===== config.mk =====
export PLATFORM = sky130hd
export DESIGN_NAME = instr_fetch_unit
export DESIGN_NICKNAME = d
export VERILOG_FILES = /design/src/rtl/instr_fetch_unit.sv
export SDC_FILE = /design/constraint.sdc
export NUM_CORES = 1
export LEC_CHECK = 0
export CORE_ASPECT_RATIO = 2
export CORE_UTILIZATION = 24
export DETAILED_ROUTE_END_ITERATION = 8
export GPL_TIMING_DRIVEN = 0
export SLEW_MARGIN = 20
export SYNTH_ARGS = -nofsm -noshare
export SYNTH_HDL_FRONTEND = slang
export SYNTH_SLANG_ARGS = --single-unit

===== constraint.sdc =====
create_clock -name clock -period 2 [get_ports clock]
set_input_delay 0.6 -clock clock [delete_from_list [all_inputs] [get_ports clock]]
set_output_delay 0.6 -clock clock [all_outputs]
set_load 0.02 [all_outputs]

===== src/rtl/instr_fetch_unit.sv =====
// instr_fetch_unit: fetch PC, synchronous instruction-memory reader and IR
// producer for the control state machine.
//
// Optional feature: define FETCH_PREFETCH_EN to add a one-entry prefetch
// buffer. With the buffer, one instruction per cycle can be sustained while
// ir_ready stays high. Without it, each instruction goes through
// REQ -> WAIT -> HOLD, and no read is issued while an instruction is held.
//
// Handshake: ir_valid=1 means IR/ir_pc hold an unconsumed instruction and
// stay stable until consumed. A transfer happens on a rising edge where
// ir_valid=1 and ir_ready=1, unless pc_load=1 in that cycle. In that case the
// redirect wins, and the presented word is dropped, not re-presented.
// ir_ready is ignored while ir_valid=0.
//
// imem_rd_en/imem_addr are combinational. Read data is sampled the cycle
// after imem_rd_en, and at most one read is outstanding at any time.
module instr_fetch_unit #(
  parameter int                ADDR_W   = 8,
  parameter logic [ADDR_W-1:0] RESET_PC = '0
) (
  input  logic              clock,
  input  logic              reset_n,
  input  logic              start,
  output logic [ADDR_W-1:0] imem_addr,
  output logic              imem_rd_en,
  input  logic [15:0]       imem_rdata,
  output logic [15:0]       IR,
  output logic [ADDR_W-1:0] ir_pc,
  output logic              ir_valid,
  input  logic              ir_ready,
  input  logic              pc_load,
  input  logic [ADDR_W-1:0] pc_load_value,
  output logic [1:0]        dbg_state
);

  typedef enum logic [1:0] {
    S_IDLE = 2'd0,
    S_REQ  = 2'd1,
    S_WAIT = 2'd2,
    S_HOLD = 2'd3
  } state_t;

  localparam logic [ADDR_W-1:0] PC_ONE = 1;

  state_t            state_q, state_d;
  logic [ADDR_W-1:0] fetch_pc_q, fetch_pc_d;
  logic [15:0]       ir_q, ir_d;
  logic [ADDR_W-1:0] ir_pc_q, ir_pc_d;
  logic              ir_valid_q, ir_valid_d;

`ifdef FETCH_PREFETCH_EN
  // pf_busy_q: a prefetch read was issued last cycle, so its data is on
  // imem_rdata now. pf_valid_q and pf_busy_q are never both set.
  logic [15:0]       pf_data_q, pf_data_d;
  logic [ADDR_W-1:0] pf_pc_q, pf_pc_d;
  logic              pf_valid_q, pf_valid_d;
  logic              pf_busy_q, pf_busy_d;
`endif

  assign IR        = ir_q;
  assign ir_pc     = ir_pc_q;
  assign ir_valid  = ir_valid_q;
  assign dbg_state = state_q;

  // Next-state, datapath updates and read strobe
  always_comb begin
    state_d    = state_q;
    fetch_pc_d = fetch_pc_q;
    ir_d       = ir_q;
    ir_pc_d    = ir_pc_q;
    ir_valid_d = ir_valid_q;
    imem_rd_en = 1'b0;
    imem_addr  = '0;
`ifdef FETCH_PREFETCH_EN
    pf_data_d  = pf_data_q;
    pf_pc_d    = pf_pc_q;
    pf_valid_d = pf_valid_q;
    pf_busy_d  = 1'b0;
`endif

    case (state_q)
      S_IDLE: begin
        if (start) state_d = S_REQ;
      end
      S_REQ: begin
        imem_rd_en = 1'b1;
        imem_addr  = fetch_pc_q;
        state_d    = S_WAIT;
      end
      S_WAIT: begin
        ir_d       = imem_rdata;
        ir_pc_d    = fetch_pc_q;
        fetch_pc_d = fetch_pc_q + PC_ONE;
        ir_valid_d = 1'b1;
        state_d    = S_HOLD;
`ifdef FETCH_PREFETCH_EN
        // Pipeline the next read behind the one returning now, so the
        // buffer can be full by the first HOLD cycle.
        if (start) begin
          imem_rd_en = 1'b1;
          imem_addr  = fetch_pc_q + PC_ONE;
          pf_busy_d  = 1'b1;
        end
`endif
      end
      S_HOLD: begin
`ifdef FETCH_PREFETCH_EN
        if (ir_ready) begin
          if (pf_valid_q || pf_busy_q) begin
            // Advance straight to the buffered word (or to the word arriving
            // this cycle), keeping ir_valid high.
            ir_d       = pf_valid_q ? pf_data_q : imem_rdata;
            ir_pc_d    = pf_valid_q ? pf_pc_q : fetch_pc_q;
            pf_valid_d = 1'b0;
            if (!pf_valid_q) fetch_pc_d = fetch_pc_q + PC_ONE;
            if (start) begin
              imem_rd_en = 1'b1;
              imem_addr  = pf_valid_q ? fetch_pc_q : fetch_pc_q + PC_ONE;
              pf_busy_d  = 1'b1;
            end
          end else begin
            ir_valid_d = 1'b0;
            state_d    = start ? S_REQ : S_IDLE;
          end
        end else if (pf_busy_q) begin
          pf_data_d  = imem_rdata;
          pf_pc_d    = fetch_pc_q;
          fetch_pc_d = fetch_pc_q + PC_ONE;
          pf_valid_d = 1'b1;
        end else if (!pf_valid_q && start) begin
          imem_rd_en = 1'b1;
          imem_addr  = fetch_pc_q;
          pf_busy_d  = 1'b1;
        end
`else
        if (ir_ready) begin
          ir_valid_d = 1'b0;
          state_d    = start ? S_REQ : S_IDLE;
        end
`endif
      end
      default: state_d = S_IDLE;
    endcase

    // A redirect overrides everything above. The held word and any read in
    // flight are dropped, and no new read is started this cycle.
    if (pc_load) begin
      fetch_pc_d = pc_load_value;
      ir_d       = ir_q;
      ir_pc_d    = ir_pc_q;
      ir_valid_d = 1'b0;
      state_d    = start ? S_REQ : S_IDLE;
      imem_rd_en = 1'b0;
      imem_addr  = '0;
`ifdef FETCH_PREFETCH_EN
      pf_valid_d = 1'b0;
      pf_busy_d  = 1'b0;
`endif
    end
  end

  // State and datapath registers with synchronous active-low reset
  always_ff @(posedge clock) begin
    if (!reset_n) begin
      state_q    <= S_IDLE;
      fetch_pc_q <= RESET_PC;
      ir_q       <= 16'd0;
      ir_pc_q    <= '0;
      ir_valid_q <= 1'b0;
`ifdef FETCH_PREFETCH_EN
      pf_data_q  <= 16'd0;
      pf_pc_q    <= '0;
      pf_valid_q <= 1'b0;
      pf_busy_q  <= 1'b0;
`endif
    end else begin
      state_q    <= state_d;
      fetch_pc_q <= fetch_pc_d;
      ir_q       <= ir_d;
      ir_pc_q    <= ir_pc_d;
      ir_valid_q <= ir_valid_d;
`ifdef FETCH_PREFETCH_EN
      pf_data_q  <= pf_data_d;
      pf_pc_q    <= pf_pc_d;
      pf_valid_q <= pf_valid_d;
      pf_busy_q  <= pf_busy_d;
`endif
    end
  end

endmodule


### Word level (Yosys, flattened, before mapping)

Cells that the tools add are included.

| word-level totals | value |
|---|---|
| bits in registers | 35 |
| output and inout port bits | 36 |
| input port bits | 29 |
| logic and storage cells | 34 |

| cells by class | value |
|---|---|
| reduce and logical (&&, ||, !) cells | 7 |
| add/subtract/negate cells | 1 |
| muxes and demuxes | 13 |
| equal/unequal tests | 6 |
| bitwise logic cells | 2 |

Operators with widths:

| cell | number |
|---|---|
| 8-bit 2-to-1 mux | 4 |
| 8-bit by 1-bit adder with 8-bit output (second input constant) | 1 |
| 2-bit one-hot mux with 4 select lines | 1 |
| 2-bit 2-to-1 mux | 3 |
| 3-bit inequality test (second input constant) | 2 |
| 2-bit AND reduction | 3 |
| 2-bit == test (second input constant) | 2 |
| 1-bit 2-to-1 mux | 4 |
| 2-bit nonzero test | 2 |
| 2-bit by 1-bit == test with 1-bit output (second input constant) | 1 |
| 2-bit zero test | 1 |
| 2-bit inequality test (second input constant) | 1 |
| 1-bit NOT | 2 |
| 1-bit one-hot mux with 2 select lines | 1 |
| 2-bit OR reduction | 1 |

### Depth between registers and ports, before layout

Gate-level depths: netlist (run 1).

| depth | value |
|---|---|
| depth after elaboration | 4 |
| mapped depth | 8 |
| gate-level depth less buffers | 5 |

### Worst setup path after synthesis (run 1)

No wires, ideal clock.

| path | value |
|---|---|
| path type | input to output |
| start | input pc_load |
| end | output imem_addr[0] |
| slack | -71 ps |
| stages | 4 |
| arrival | 1471 ps |
| path buffers | 2 |
| cell sequence | buf_2 nor2b_1 clkbuf_1 and2_1 |

| between the ends | value |
|---|---|
| longest elaborated chain between the ends | 1 |

Ends and longest elaborated chain:

| what | line | RTL |
|---|---|---|
| from (decl) | 31 | `input logic pc_load,` |
| 8-bit 2-to-1 mux | 147 | `if (pc_load) begin` |
| to (decl) | 24 | `output logic [ADDR_W-1:0] imem_addr,` |

No other way between the ends.

### Worst setup path after layout (run 1)

| path | value |
|---|---|
| start | register state_q[1] (netlist: dbg_state[1]) |
| end | output imem_addr[2] |

| between the ends | value |
|---|---|
| longest elaborated chain between the ends | 3 |

Ends and longest elaborated chain:

| what | line | RTL |
|---|---|---|
| from (decl) | 45 | `state_t state_q, state_d;` |
| from (signal assigned) | 177 | `state_q <= state_d;` |
| 2-bit by 1-bit == test with 1-bit output | 81 | `case (state_q)` |
| 8-bit 2-to-1 mux | 81 |  |
| 8-bit 2-to-1 mux | 147 |  |

No other way between the ends.

==> results of run 1 <==
cell usage in the layout, fill, tap and decap left out, drive strengths merged:
master | Yosys | final
nand2 | 56 | 56
clkdlybuf4s50 | 0 | 54
dfxtp | 35 | 35
a21oi | 31 | 31
buf | 8 | 21
clkbuf | 7 | 15
and2 | 8 | 8
nor2b | 7 | 7
ha | 6 | 6
o21ai | 6 | 6
inv | 5 | 5
nand4 | 4 | 4
nand3 | 4 | 4
a31oi | 3 | 3
xor2 | 3 | 3
nand2b | 3 | 3
or3 | 2 | 2
nor2 | 2 | 2
a211oi | 1 | 1
mux2 | 1 | 1
or3b | 1 | 1
nor3b | 1 | 1
o2111ai | 1 | 1
or4 | 1 | 1
o211ai | 1 | 1
a2111oi | 1 | 1
o211a | 1 | 1
o31a | 1 | 1
area by class of cell:
cell class / count / share of cell area [%]
Timing Repair Buffer: 68 / 26.0
Tap cell: 86 / 4.17
Buffer: 14 / 3.59
Multi-Input combinational cell: 145 / 31.9
Inverter: 5 / 0.825
Clock buffer: 8 / 6.07
Sequential cell: 35 / 27.5
where the power goes:
group / total [mW] / internal [mW] / switching [mW]
Clock: 0.807 / 0.530 / 0.277
Combinational: 0.209 / 0.114 / 0.0948
Sequential: 0.734 / 0.715 / 0.0191
per-layer routing:
| metal | vias up | GRT usage [%] | wire length, um |
|---|---|---|---|
| met3 | 5 | 1.76 | 170 |
| met4 | 0 | 5.71 | 87 |
| met5 | - | 0 | 0 |
| li1 | 816 | - | - |
| met1 | 704 | 15.3 | 1890 |
| met2 | 43 | 26.3 | 2480 |
worst max-delay path by stage:
stage                              startpoint      endpoint  slack (ps)  depth (start not counted)
global placement                      pc_load  imem_addr[3]        -910                          6
floorplan           dbg_state[1]$_SDFFE_PN0P_  imem_addr[0]          70                          5
detailed placement                    pc_load  imem_addr[1]        -920                          6
finish              dbg_state[1]$_SDFFE_PN0P_  imem_addr[2]          20                          6
global route        dbg_state[1]$_SDFFE_PN0P_  imem_addr[0]         -30                          6
CTS                 dbg_state[1]$_SDFFE_PN0P_  imem_addr[7]           9                          6
kinds of logic after synthesis:
family | after synthesis
and+or+nand+nor | 89
xor gates and xnor gates | 3
AOI/OAI and AO/OA | 46
muxes | 1
buffers and inverters | 20
DFF | 35
adders and majority gates | 6
stage by stage:
step                hold WS (ps)  setup TNS, ps  util [%]  setup slack (ps)
floorplan                    457              0         -              70.7
global placement             441         -12000      36.7              -909
detailed placement           446         -12480      36.7              -917
CTS                          453              0      40.7              9.39
global route                 466           -199      40.5             -30.1
finish                       453              0      40.5              18.3
state kept, by name, summed over array words and instances (netlist names):
register	cells
ir_pc	8
fetch_pc_q	8
ir_valid	1
dbg_state	2
IR	16
worst max-delay path, delay by kind of cell, from the launching register on:
family	cells	cell delay (ps)
flops	1	360
buf+inv	3	330
simple gates	2	280
fa+ha+maj	1	140
what timing repair did:
action | in CTS | in global routing
setup endpoints to repair | 19 | 19
gates resized for setup | 75 | 1
setup buffers | 3 | 0
pin swaps | 0 | 0
cloned | 1 | 0
==> flow_metrics.env, run 1 <==
export IMPL_status="finished, final reports clean"
export IMPL_crit_chain="inv_4, ha_4, nor2b_4, clkbuf_8, and2_1, buf_4"
export IMPL_ys_types=31
export IMPL_holdPathEnd="ir_pc[4]$_SDFFE_PN0P_"
export IMPL_cts_hold_buffers=0
export IMPL_slowest_delay_ps=360
export IMPL_fin_crit_ps=1980
export IMPL_r2r_end="IR[8]$_SDFFE_PN0P_"
export IMPL_min_path_type="flip-flop to flip-flop"
export IMPL_grt_pass1_vias=1533
export IMPL_antenna_cells=0
export IMPL_synth_edff_count=0
export IMPL_viasPerCell=4.34
export IMPL_wirelength_um=4620
export IMPL_synth_top_family_by_area="simple AND/OR/NAND/NOR gates"
export IMPL_finalCritPeriodShare_pct=99.1
export IMPL_cts_sinks=35
export IMPL_timing_slew_headroom_pct=70.1
export IMPL_synth_top_cell_by_area="dfxtp_1"
export IMPL_finish_net_count=309
export IMPL_maxSlewViolCount=0
export IMPL_post_route_cells_drive_above_1_share_pct=16.7
export IMPL_ant_nets=0
export IMPL_cts_tree="built"
export IMPL_drt_iter0_markers=27
export IMPL_critPathSlowestCell="dfxtp_4"
export IMPL_die_x_um=59.5
export IMPL_end_kind="primary output"
export IMPL_critPathRequiredTime_ps=1400
export IMPL_clock_latency_ps=270
export IMPL_fmax_mhz=505
export IMPL_rsz0062_at_grt="true"
export IMPL_crit_arrival_ps=1380
export IMPL_synth_fa_ha_area_share_pct=4.74
export IMPL_power_mw=1.75
export IMPL_boundaryPins=65
export IMPL_grt_pass1_wl_um=7270
export IMPL_cts_max_level=2
export IMPL_synthMuxAreaShare_pct=0.710
export IMPL_dp_cells=350
export IMPL_clkSlewWorstSetupHoldPaths_ps=60
export IMPL_die_area_sq_um=6950
export IMPL_p_leak_nw=0.958
export IMPL_final_area_sq_um=2580
export IMPL_grt_usage_pct=14.0
export IMPL_die_h_um=117
export IMPL_drc_errors=0
export IMPL_hold_viol=0
export IMPL_synth_fp_nets=235
export IMPL_rrSetupSlack_ps=160
export IMPL_start_util_pct=24.9
export IMPL_yosysTopAreaCellShare_pct=44.2
export IMPL_synth_area_per_cell_sq_um=7.93
export IMPL_cp_max_fo=4
export IMPL_clockBufferDepth=2
export IMPL_synthFlopType="dfxtp_1"
export IMPL_rr_worst_depth=9
export IMPL_dp_hpwl_um=3290
export IMPL_place_area_sq_um=2330
export IMPL_clock_skew_final_ps=4.27
export IMPL_max_vdd_ir_drop_mv=0.303
export IMPL_drt_wirelength_per_cell_um=12.8
export IMPL_cap_viol_max_count=0
export IMPL_place_congestion=0.704
export IMPL_start_kind="flip-flop"
export IMPL_yosysWarnings=0
export IMPL_first_pass_iters=4
export IMPL_root_buffer="clkbuf_16"
export IMPL_vias=1568
export IMPL_area_growth_pct=62.6
export IMPL_ys_seq_elements=35
export IMPL_worst_pin_slew_ps=449
export IMPL_final_cells=361
export IMPL_hold_depth=2
export IMPL_synth_compound_area_share_pct=16.1
export IMPL_worstReg2RegStart="dbg_state[1]$_SDFFE_PN0P_"
export IMPL_crit_type="flip-flop to primary output"
export IMPL_min_delay_start="ir_pc[4]$_SDFFE_PN0P_"
export IMPL_cts_inserted_buffers=5
export IMPL_setup_viol=0
export IMPL_nFillCells=665
export IMPL_core_sq_um=6360
export IMPL_synth_area_leaders="dfxtp_1 44%, nand2_1 13%, a21oi_1 9.8%, ha_1 4.7%, and2_1 3.2%"
export IMPL_row_count=41
export IMPL_antenna_found_initial=0
export IMPL_powerDensity_nw_per_um2=679
export IMPL_regArea_sq_um=708
export IMPL_gr_total_overflow=0
export IMPL_port_buffers=64
export IMPL_yosys_area_share_simple_pct=26.4
export IMPL_synth_async_reset_ratio_pct=0
export IMPL_multi_input_area_sq_um=822
export IMPL_synthTopCellsByCount="56 x nand2_1, 35 x dfxtp_1, 31 x a21oi_1, 8 x and2_1"
export IMPL_yosysMostFrequentCell="nand2_1"
export IMPL_syn_cell_area_sq_um=1590
export IMPL_grt_max_degree=11
export IMPL_yosysSeqAreaShare_pct=44.2
export IMPL_synth_xor_area_share_pct=1.66
export IMPL_netlist_instances=200
Power figures use the tool's default switching activity.
==> run 2, diff against run 1 <==
--- a/config.mk
+++ b/config.mk
@@ -6,6 +6,7 @@
 export NUM_CORES = 1
 export LEC_CHECK = 0
 export CORE_ASPECT_RATIO = 2
+export CORE_MARGIN = 2
 export CORE_UTILIZATION = 24
 export DETAILED_ROUTE_END_ITERATION = 8
 export GPL_TIMING_DRIVEN = 0
==> run 2 against run 1 <==
Compared with the run above:
- design area up 0.49%
- worst hold slack worse by 2.0 ps
- final cell count unchanged
- fmax up 0.68%
- non-clock buffer count up 1
- combinational power about the same
- routed wire length about the same
- flip-flop and latch count unchanged
- setup slack better by 13 ps
- sequential share of layout area down 0.13 points
==> flow_metrics.env, run 2 (synthesis results as in run 1) <==
export IMPL_finish_net_count=310
export IMPL_root_buffer="clkbuf_16"
export IMPL_die_area_sq_um=7310
export IMPL_clock_skew_final_ps=6.36
export IMPL_powerDensity_nw_per_um2=657
export IMPL_max_vdd_ir_drop_mv=0.288
export IMPL_grt_max_degree=11
export IMPL_grt_usage_pct=13.3
export IMPL_crit_arrival_ps=1370
export IMPL_cts_inserted_buffers=5
export IMPL_whs_ps=451
export IMPL_gr_total_overflow=0
export IMPL_multi_input_area_sq_um=827
export IMPL_status="finished, final reports clean"
export IMPL_wirelength_um=4630
export IMPL_vias=1629
export IMPL_first_pass_iters=4
export IMPL_hold_viol=0
export IMPL_nFillCells=681
export IMPL_final_cell_mix="56 x nand2_1, 53 x clkdlybuf4s50_1, 33 x dfxtp_1"
export IMPL_die_h_um=119
export IMPL_port_buffers=64
export IMPL_drt_iter0_markers=38
export IMPL_ant_nets=0
export IMPL_cts_sinks=35
export IMPL_end_kind="primary output"
export IMPL_crit_chain="buf_2, buf_6, nor2b_4, buf_8, and2_4, buf_6"
export IMPL_critPathSlowestCell="nor2b_4"
export IMPL_dp_hpwl_um=3330
export IMPL_core_sq_um=6360
export IMPL_grt_pass1_wl_um=7300
export IMPL_maxSlewViolCount=0
export IMPL_die_x_um=61.5
export IMPL_post_route_cells_drive_above_1_share_pct=17.8
export IMPL_cap_viol_max_count=0
export IMPL_final_cells=361
export IMPL_cts_tree="built"
export IMPL_tns_ps=0
export IMPL_drc_errors=0
export IMPL_area_growth_pct=63.4
export IMPL_p_leak_nw=0.979
export IMPL_cts_max_level=2
export IMPL_grt_pass1_vias=1562
export IMPL_worst_pin_slew_ps=469
export IMPL_place_congestion=0.787
export IMPL_slowest_delay_ps=150
export IMPL_crit_type="input port to primary output"
export IMPL_largest_reg_flops=16
export IMPL_clkSlewWorstSetupHoldPaths_ps=50
export IMPL_cp_max_fo=5
export IMPL_start_kind="input port"
export IMPL_start_util_pct=24.9
export IMPL_critPathRequiredTime_ps=1400
export IMPL_dp_cells=350
export IMPL_setup_viol=0
export IMPL_regArea_sq_um=708
export IMPL_cpMostUsedCell="buf_6"
export IMPL_clock_latency_ps=270
export IMPL_boundaryPins=65
export IMPL_fin_crit_ps=1970
export IMPL_antenna_found_initial=0
export IMPL_min_path_type="flip-flop to flip-flop"
export IMPL_rsz0062_at_grt="true"
export IMPL_fmax_mhz=508
export IMPL_row_count=41
export IMPL_drt_wirelength_per_cell_um=12.8
export IMPL_viasPerCell=4.51
export IMPL_final_common_cell="nand2_1"
export IMPL_timing_slew_headroom_pct=68.7
export IMPL_clockBufferDepth=2
export IMPL_antenna_cells=0
export IMPL_finalCritPeriodShare_pct=98.4
[run 2: final cells by class]
cell class	instances	share of cell area, %
multi-input cells	145	31.9
plain buffers	14	3.62
clock buffers	6	5.36
flip-flops and latches	35	27.3
clock inverters	1	0.193
inverters	5	0.821
well taps	86	4.15
repair buffers	69	26.6
[run 2: worst paths after layout]
path	slack (ps)	from	depth (start not counted)	endpoint
setup / recovery	30	pc_load	6	imem_addr[5]
setup reg to reg	320	dbg_state[1]$_SDFFE_PN0P_	8	IR[6]$_SDFFE_PN0P_
hold reg to reg	450	IR[5]$_SDFFE_PN0P_	2	IR[5]$_SDFFE_PN0P_
hold / removal	450	IR[5]$_SDFFE_PN0P_	2	IR[5]$_SDFFE_PN0P_
[run 2: per-stage QoR]
| stage | total power [mW] | utilization (%) | cell area [sq um] | setup WS [ps] |
|---|---|---|---|---|
| after global routing | 1.78 | 40.7 | 2590 | -11.0 |
| after global placement | 0.939 | 36.7 | 2330 | -915 |
| final | 1.70 | 40.7 | 2590 | 31.7 |
| after CTS | 1.73 | 40.3 | 2560 | 3.23 |
| after floorplan | 0.834 | - | 1590 | 70.7 |
| after detailed placement | 0.941 | 36.7 | 2330 | -924 |
[run 2: routing by layer]
layer / wire, um / up-vias / GRT usage, %
li1: - / 813 / -
met1: 1760 / 742 / 14.4
met2: 2420 / 58 / 22.1
met3: 213 / 16 / 2.39
met4: 223 / 0 / 8.64
met5: 0 / - / 0
[run 2: where the power goes]
group / switching (mW) / total [mW] / leakage, nW / internal, mW
clock: 0.271 / 0.756 / 0.0727 / 0.485
combinational: 0.0949 / 0.211 / 0.621 / 0.116
sequential: 0.0200 / 0.735 / 0.286 / 0.715
[run 2: critical path: cells and delay by family]
kind / cells / cell delay [ps]
buffers and inverters: 4 / 470
and+or+nand+nor: 2 / 290
[run 2: timing repair]
action,CTS,global route
hold buffers,0,0
buffers inserted,3,1
setup endpoints to repair,19,20
gates resized for setup,73,10
cloned,1,0
==> run 3, diff against run 2 <==
==> constraint.sdc (replaced) <==
create_clock -name clock -period 1.8 [get_ports clock]
set_input_delay 0.54 -clock clock [delete_from_list [all_inputs] [get_ports clock]]
set_output_delay 0.54 -clock clock [all_outputs]
set_load 0.02 [all_outputs]
==> run 3 against run 2 <==
Compared with the run above:
- the run now ends with setup timing left
- routed wire length is 0.48% higher
- global-route usage is 0.17 points lower
- setup slack got worse by 130 ps
- non-clock buffer count up 3
- clock skew shrank 2.7 ps
- die area is the same
- worst hold slack about the same
- largest cell class unchanged
==> flow_metrics.env, run 3 (synthesis results as in run 1) <==
export IMPL_ant_nets=0
export IMPL_fmax_mhz=528
export IMPL_die_h_um=119
export IMPL_antenna_cells=0
export IMPL_drt_iter0_markers=33
export IMPL_hold_viol=0
export IMPL_core_sq_um=6360
export IMPL_end_kind="primary output"
export IMPL_setup_viol=8
export IMPL_cts_hold_buffers=0
export IMPL_gr_total_overflow=0
export IMPL_final_cell_mix="56 x nand2_1, 51 x clkdlybuf4s50_1, 33 x dfxtp_1"
export IMPL_die_area_sq_um=7310
export IMPL_final_area_sq_um=2630
export IMPL_utilization_pct=41.3
export IMPL_final_cells=365
export IMPL_grt_usage_pct=13.1
export IMPL_wirelength_um=4650
export IMPL_slowest_delay_ps=350
export IMPL_crit_chain="inv_4, ha_4, nor2b_4, buf_8, and2_4, buf_6"
export IMPL_timing_slew_headroom_pct=69.5
export IMPL_place_congestion=0.824
export IMPL_clock_skew_final_ps=3.65
export IMPL_dp_hpwl_um=3410
export IMPL_dp_cells=350
export IMPL_critPathRequiredTime_ps=1260
export IMPL_rsz0062_at_grt="true"
export IMPL_cap_viol_max_count=0
export IMPL_crit_arrival_ps=1350
export IMPL_violations="setup timing"
export IMPL_port_buffers=64
export IMPL_cts_sinks=35
export IMPL_area_growth_pct=65.8
export IMPL_finish_net_count=313
export IMPL_min_path_type="flip-flop to flip-flop"
export IMPL_final_common_cell="nand2_1"
export IMPL_maxSlewViolCount=0
export IMPL_layout_setup_ws_ps=-93.6
export IMPL_status="finished with violations"
export IMPL_clkSlewWorstSetupHoldPaths_ps=50
export IMPL_root_buffer="clkbuf_16"
export IMPL_clock_latency_ps=270
export IMPL_rr_worst_depth=8
export IMPL_place_area_sq_um=2350
export IMPL_tns_ps=-711
export IMPL_p_leak_nw=1.02
export IMPL_fin_crit_ps=1890
export IMPL_cts_max_level=2
export IMPL_nFillCells=694
export IMPL_cts_tree="built"
export IMPL_drc_errors=0
export IMPL_finalCritPeriodShare_pct=105
export IMPL_grt_pass1_vias=1520
export IMPL_critPathSlowestCell="dfxtp_4"
export IMPL_clockBufferDepth=2
export IMPL_post_route_cells_drive_above_1_share_pct=19.7
export IMPL_grt_max_degree=12
export IMPL_crit_type="flip-flop to primary output"
export IMPL_grt_pass1_wl_um=7260
export IMPL_antenna_found_initial=0
export IMPL_worst_pin_slew_ps=457
export IMPL_cp_max_fo=5
export IMPL_viasPerCell=4.43
export IMPL_die_x_um=61.5
export IMPL_hold_depth=2
export IMPL_start_kind="flip-flop"
export IMPL_row_count=41
export IMPL_boundaryPins=65
export IMPL_drt_wirelength_per_cell_um=12.7
export IMPL_largest_reg_flops=16
export IMPL_vias=1617
export IMPL_start_util_pct=24.9
export IMPL_max_vdd_ir_drop_mv=0.311
export IMPL_cts_inserted_buffers=5
export IMPL_preCtsSetupSlack_ps=-1060
export IMPL_powerDensity_nw_per_um2=712
export IMPL_first_pass_iters=4
-- run 3: layer usage --
metal | wire, um | GRT usage [%] | share of wire [%]
met4 | 116 | 6.38 | 2.5
met5 | 0 | 0 | 0
met3 | 169 | 1.41 | 3.6
met2 | 2590 | 23.3 | 56
met1 | 1770 | 14.4 | 38
-- run 3: report_power, final --
part	total, mW	internal [mW]	switching, mW
Sequential	0.814	0.794	0.0201
Combinational	0.246	0.136	0.110
Clock	0.810	0.511	0.300
-- run 3: path summary, 6_finish.rpt --
kind	startpoint	endpoint	slack, ps
worst max-delay path	dbg_state[1]$_SDFFE_PN0P_	imem_addr[7]	-90
worst min-delay path	IR[8]$_SDFFE_PN0P_	IR[8]$_SDFFE_PN0P_	450
worst max register to register	dbg_state[0]$_SDFFE_PN0P_	fetch_pc_q[7]$_SDFFE_PN0P_	100
worst min register to register	IR[8]$_SDFFE_PN0P_	IR[8]$_SDFFE_PN0P_	450
-- run 3: final cells by class --
class	count	area [sq um]	area share, %
inverters	5	21.3	0.809
plain buffers	14	109	4.14
flip-flops and latches	35	708	26.9
well taps	86	108	4.09
clock buffers	7	133	5.05
multi-input cells	145	827	31.5
repair buffers	72	718	27.3
clock inverters	1	5.00	0.190
-- run 3: critical path, delay by kind of cell (launching register included) --
| family | cells | cell delay, ps |
|---|---|---|
| DFF | 1 | 350 |
| buffers and inverters | 3 | 300 |
| adders and majority gates | 1 | 110 |
| and+or+nand+nor | 2 | 320 |
-- run 3: what timing repair did --
item,in CTS,in global routing
resized for setup,82,16
gates cloned,1,0
buffers inserted,4,3
endpoints found under the setup margin,21,32
endpoints found under the hold margin,0,0
-- run 3: through the flow --
stage / hold WS [ps] / total power, mW
6_report: 451 / 1.87
4_1_cts: 453 / 1.89
2_1_floorplan: 457 / 0.929
3_3_place_gp: 441 / 1.05
5_1_grt: 467 / 1.96
3_5_place_dp: 446 / 1.05
